[src/rtl/adc128s_fc_model_spi_slave_edge.sv]
// SPI pin synchronizers with one extra stage on SS_n/SCLK for edge strobes.
module spi_slave_edge (
    input  logic clk,
    input  logic rst,
    input  logic SS_n,
    input  logic SCLK,
    input  logic MOSI,
    output logic ss_active,
    output logic sclk_rise,
    output logic sclk_fall,
    output logic frame_start,
    output logic frame_end,
    output logic mosi_sync
);

    logic [2:0] ss_sr;
    logic [2:0] sclk_sr;
    logic [1:0] mosi_sr;

    always_ff @(posedge clk or posedge rst) begin
        if (rst) begin
            ss_sr   <= 3'b111;
            sclk_sr <= 3'b000;
            mosi_sr <= 2'b00;
        end else begin
            ss_sr   <= {ss_sr[1:0], SS_n};
            sclk_sr <= {sclk_sr[1:0], SCLK};
            mosi_sr <= {mosi_sr[0], MOSI};
        end
    end

    // Strobes compare stage 2 against stage 3, so actions land 3 clk after the pin edge.
    assign ss_active   = ~ss_sr[2];
    assign frame_start = ss_sr[2] & ~ss_sr[1];
    assign frame_end   = ~ss_sr[2] & ss_sr[1];
    assign sclk_rise   = ~sclk_sr[2] & sclk_sr[1];
    assign sclk_fall   = sclk_sr[2] & ~sclk_sr[1];
    assign mosi_sync   = mosi_sr[1];

endmodule

[config.mk]
export PLATFORM = sky130hd
export DESIGN_NAME = spi_slave_edge
export DESIGN_NICKNAME = d
export VERILOG_FILES = /design/src/rtl/adc128s_fc_model_spi_slave_edge.sv
export SDC_FILE = /design/constraint.sdc
export NUM_CORES = 1
export LEC_CHECK = 0
export BUFFER_PORTS_ARGS = -buffer_cell sky130_fd_sc_hd__clkbuf_2
export CAP_MARGIN = 15
export CELL_PAD_IN_SITES_DETAIL_PLACEMENT = 0
export CELL_PAD_IN_SITES_GLOBAL_PLACEMENT = 1
export CORE_AREA = 2 2 39 41
export CTS_BUF_LIST = sky130_fd_sc_hd__clkbuf_2
export DETAILED_ROUTE_END_ITERATION = 8
export DIE_AREA = 0 0 41 43
export PLACE_DENSITY = 0.44
export SLEW_MARGIN = 0
export SYNTH_ARGS = -nofsm -noshare
export SYNTH_HDL_FRONTEND = slang
export SYNTH_SLANG_ARGS = --single-unit
export TNS_END_PERCENT = 5
[constraint.sdc]
create_clock -name clk -period 2.5 [get_ports clk]
set_input_delay 0.625 -clock clk [delete_from_list [all_inputs] [get_ports clk]]
set_output_delay 0.625 -clock clk [all_outputs]
set_load 0.02 [all_outputs]
==> results.ini, run 1 <==
[layout]
synthToLayoutAreaGrowth_pct = 37.31
n_antenna_cell = 0
drive_above_1_share_pct = 67.86
multi_input_area_um2 = 30.03
seqCellArea_um2 = 203.9
finalNetCount = 34
fill_cells = 156

[timing]
hold_viol_final = 0
fin_crit_sh_pct = 67.82
worst_slew_pin_slew_ns = 0.2741
drv_slew = 0
relSlewSlack_pct = 81.71
finalSetupTns_ns = 0
rsz0062_at_grt = false
max_freq_mhz = 589.8
finalClockSkew_ns = 0.01222
layout_min_cycle_time_ns = 1.695
setup_viol = 0

[logic_synthesis]
synth_most_common_cell = dfrtp_1
synth_edf_count = 0
syn_nets = 19
synth_top_area_share_pct = 51.81
synthCells = 14
synth-main-ff-cell = dfrtp_1
ys_seq_area_share_pct = 84.46
async_reset_ff_share_pct = 100.0
synth_commonest_cells = dfrtp_1, dfstp_2, and2b_2, inv_1, nor2b_1
synth_top_area_cell = dfrtp_1
synth_area_um2 = 241.5
synth_area_per_cell_um2 = 17.25
synth_area_leaders = dfrtp_1, dfstp_2, and2b_2
yosysWarningCount = 0
yosysUniqueCellTypes = 5
synth-seq-cells = 8

[drt]
wirelength_um = 322
drt_pre_antenna_iters = 2
ant_nets = 0
initialDrtViolationCount = 1
routedWlPerCell_um = 7.318
viasPerCell = 3.318
remaining_drc_errors = 0
vias = 146

[setup_path]
rrSetupSlack_ns = 1.89
reg2regPathDepth = 0
crit_arrival_ns = 1.07
end_kind = primary output
r2r_end = ss_sr[2]
critPathRequiredTime_ns = 1.88
r2r_start = ss_sr[1]
crit_end = frame_end
cp_max_fo = 3
crit_start = ss_sr[1]
path_class = reg -> out
cp-start-kind = register

[global_routing]
antenna_found_initial = 0
grt_max_degree = 9
grt_pass1_wl_um = 565
gr-total-overflow = 0
grt_pass1_vias = 143
track_usage_pct = 5.714

[power]
pwr-share-seq_pct = 57.4
leakagePower_uw = 0.0001740
p_int_uw = 188.3
power.net_switching_uw = 56.54
combPwrFrac_pct = 8.1
p_total_uw = 244.8
power_density_nw_per_um2 = 738.3
vdd_ir_drop_max_v = 0.0002427
switching_share_pct = 23.10
power.share.clock_pct = 34.5

[floorplanning]
fp-row-count = 14
io_pins = 11
fp.dieW_um = 41
start_util_pct = 17.45
die_h_um = 43
die-area_um2 = 1763
core-area_um2 = 1384

[cts]
cts_hold_buf = 0
h-tree-depth = 1
post_cts_buffers = 0
cts_buffer_depth = 2
clock-sinks = 8
numCtsBuffers = 3
cts_resized = 0
clock_latency_ns = 0.23
cts.clk_slew.worst_paths_ns = 0.08
clock-root-buffer = clkbuf_2
cts_tree = built

[hold_path]
worst_hold_path_type = in -> async

[job]
maxCapViolCount = 0

[placed_design]
gp_congestion = 0.5553
io_buffer_count = 10

[run_status]
status = completed

[registers in the layout, indices dropped and copies added, names as in the netlist]
signal	count
mosi_sr	2
sclk_sr	3
ss_sr	3
[worst max-delay path, stage by stage, from the launching register on]
cell      delay (ns)
dfstp_2         0.54
nor2b_1         0.12
clkbuf_2        0.17
[final cells by class]
class                      count  area share [%]
clock buffer                   4           6.038
tap                           16           6.038
multi-input combinational      4           9.057
timing repair buffer          10           15.09
sequential                     8           61.51
inverter                       2           2.264
[kinds of logic after synthesis]
family	after synthesis	synth area share, %
simple gates	4	12.44
flops	8	84.46
buf+inv	2	3.110
[cells in the final DEF, fill, tap and decap left out, drive strengths merged]
master,n
and2b,2
clkbuf,14
dfrtp,5
dfstp,3
inv,2
nor2b,2
[how the worst min path moves through the flow]
stage	start	slack [ns]	endpoint	cells past startpoint
global route	rst	0.30	sclk_sr[1]	2
CTS	rst	0.29	sclk_sr[1]	2
detailed placement	sclk_sr[0]	0.34	sclk_sr[1]	0
finish	rst	0.29	sclk_sr[1]	2
global placement	sclk_sr[0]	0.33	sclk_sr[1]	0
floorplan	mosi_sr[0]	0.33	mosi_sr[1]	0
[through the flow]
stage	area [um^2]	worst slack, ns	hold WS, ns	std cells	util [%]
3_3_place_gp	311.5	1.074	0.3326	40	22.51
5_1_grt	331.6	0.7402	0.3020	44	23.96
3_5_place_dp	311.5	1.057	0.3416	40	22.51
6_report	331.6	0.8046	0.2868	44	23.96
2_1_floorplan	241.5	1.026	0.3312	14	-
4_1_cts	331.6	0.7794	0.2863	44	23.96
[power by group through the flow]
stage               registers (uW)  clock network [uW]  logic [uW]
detailed placement             143                   0        20.5
floorplan                      143                   0        10.9
finish                         140                84.5        19.8
CTS                            141                88.9        20.4
global placement               143                   0        20.1
global route                   141                95.6        22.0
[layer usage]
layer	part of all wire [%]	up-vias	GRT usage [%]
li1	-	69	-
met1	39	62	5.424
met2	34	13	5.938
met3	24	2	6.283
met4	1.2	0	6.000
met5	0	-	0
Power figures use the tool's default switching activity.
==> run 2, diff against run 1 <==
Settings changed: PLACE_DENSITY 0.44 to 0.45.
Clock period 2.5 ns to 1.5 ns, I/O delays scaled along.
==> results.ini, run 2 (synthesis gave the netlist of run 1 again) <==
[floorplanning]
die-area_um2 = 1763  ; unchanged
fp.dieW_um = 41  ; unchanged
die_h_um = 43  ; unchanged
fp-row-count = 14  ; unchanged
start_util_pct = 17.45  ; unchanged
io_pins = 11  ; unchanged
core-area_um2 = 1384  ; unchanged

[layout]
finish.utilization_pct = 24.14  ; +0.18 points
final_common_cell = clkbuf_2
drive_above_1_share_pct = 67.86  ; unchanged
fin_area_um2 = 334.1  ; +0.75%
biggestRegsByFlops = sclk_sr (3), ss_sr (3), mosi_sr (2)
multi_input_area_um2 = 30.03  ; unchanged
seqCellArea_um2 = 203.9  ; unchanged
n_antenna_cell = 0  ; unchanged
finalNetCount = 34  ; unchanged
synthToLayoutAreaGrowth_pct = 38.34
fill_cells = 152  ; -2.6%
final_cell_mix = clkbuf_2, dfrtp_1, dfstp_2

[cts]
clock-sinks = 8  ; unchanged
numCtsBuffers = 3  ; unchanged
cts_tree = built
h-tree-depth = 1  ; unchanged
cts_buffer_depth = 2  ; unchanged
cts_hold_buf = 0  ; unchanged
clock_latency_ns = 0.23  ; about the same
cts.clk_slew.worst_paths_ns = 0.08  ; about the same
clock-root-buffer = clkbuf_2
post_cts_buffers = 0  ; unchanged

[setup_path]
end_kind = primary output
cp-start-kind = register
critPathRequiredTime_ns = 1.12  ; -0.76 ns
cp_max_fo = 3  ; unchanged
path_class = reg -> out
crit_arrival_ns = 1.05  ; -0.02 ns

[drt]
remaining_drc_errors = 0  ; unchanged
drt_pre_antenna_iters = 1  ; -1
vias = 146  ; unchanged
initialDrtViolationCount = 0  ; -1
viasPerCell = 3.318  ; unchanged
ant_nets = 0  ; unchanged
wirelength_um = 325  ; +0.93%
routedWlPerCell_um = 7.386  ; +0.93%

[power]
leakagePower_uw = 0.0001747  ; +0.42%
vdd_ir_drop_max_v = 0.0003332  ; +37%
p_total_uw = 411.0  ; +68%
power_density_nw_per_um2 = 1230  ; +67%

[placed_design]
post_dp_cell_area_um2 = 311.5  ; unchanged
gp_congestion = 0.5882  ; +5.9%
io_buffer_count = 10  ; unchanged

[timing]
rsz0062_at_grt = false
finalClockSkew_ns = 0.009142  ; -0.003078 ns
setup_viol = 0  ; unchanged
layout_min_cycle_time_ns = 1.425
finalSetupTns_ns = 0  ; unchanged
max_freq_mhz = 701.7
relSlewSlack_pct = 81.21  ; -0.50 points
fin_crit_sh_pct = 95.01
hold_viol_final = 0  ; unchanged
worst_slew_pin_slew_ns = 0.2816  ; +0.007454 ns
drv_slew = 0  ; unchanged

[global_routing]
grt_max_degree = 9  ; unchanged
antenna_found_initial = 0  ; unchanged
gr-total-overflow = 0  ; unchanged
grt_pass1_wl_um = 517  ; -8.5%
grt_pass1_vias = 125  ; -13%
track_usage_pct = 5.086  ; -0.63 points

[run_status]
status = completed

[job]
maxCapViolCount = 0  ; unchanged

[hold_path]
worst_hold_path_type = in -> async

run 2: cell count changes in the layout (fill, tap and decap cells not counted), sizes merged:
cell | before | now
buf | 0 | 1
clkbuf | 14 | 13
run 2: metal layers:
metal	wire length, um	GRT usage [%]	vias to the layer above	part of all wire (%)
met5	0	0	-	0
li1	-	-	68	-
met2	129	5.000	11	40
met4	0	4.000	0	0
met1	143	5.034	67	44
met3	53	6.806	0	16
run 2: layout make-up:
cell class	count	share of cell area (%)
sequential	8	61.05
timing repair buffer	10	15.73
clock buffer	4	5.993
multi-input combinational	4	8.989
inverter	2	2.247
tap	16	5.993
run 2: final timing paths:
| check | start | to | slack (ns) | cells after the start |
|---|---|---|---|---|
| min in group clk | SS_n | ss_sr[0] | 0.22 | 1 |
| hold reg to reg | mosi_sr[0] | mosi_sr[1] | 0.34 | 0 |
| setup / recovery | ss_sr[1] | frame_end | 0.07 | 2 |
| max in group asynchronous | rst | ss_sr[1] | 1.18 | 2 |
| setup reg to reg | ss_sr[1] | ss_sr[2] | 0.92 | 0 |
| hold / removal | rst | sclk_sr[1] | 0.04 | 2 |
run 2: worst max-delay path, stage by stage (launching register included):
cell      delay, ns
dfstp_2        0.54
nor2b_1        0.12
clkbuf_2       0.17
run 2: what timing repair did:
action | in CTS | in global routing
setup endpoints to repair | 0 | 1
endpoints found under the hold margin | 0 | 0
gates resized for setup | 0 | 2
run 2: power breakdown:
part	leakage [uW]	switching [uW]	internal, uW	total (uW)
Combinational	0.0000683	19.9	13.9	33.8
Clock	0.0000166	72.3	70.9	143
Sequential	0.0000898	4.27	230	234
Total	0.000175	96.5	315	411
run 2: through the flow:
stage | hold slack (ns) | setup WS [ns] | cells
6_report | 0.03918 | 0.07485 | 44
2_1_floorplan | 0.1885 | 0.2758 | 14
3_5_place_dp | 0.3105 | 0.3184 | 40
4_1_cts | 0.03382 | 0.03791 | 44
3_3_place_gp | 0.3003 | 0.3177 | 40
5_1_grt | 0.06110 | 0.001493 | 44
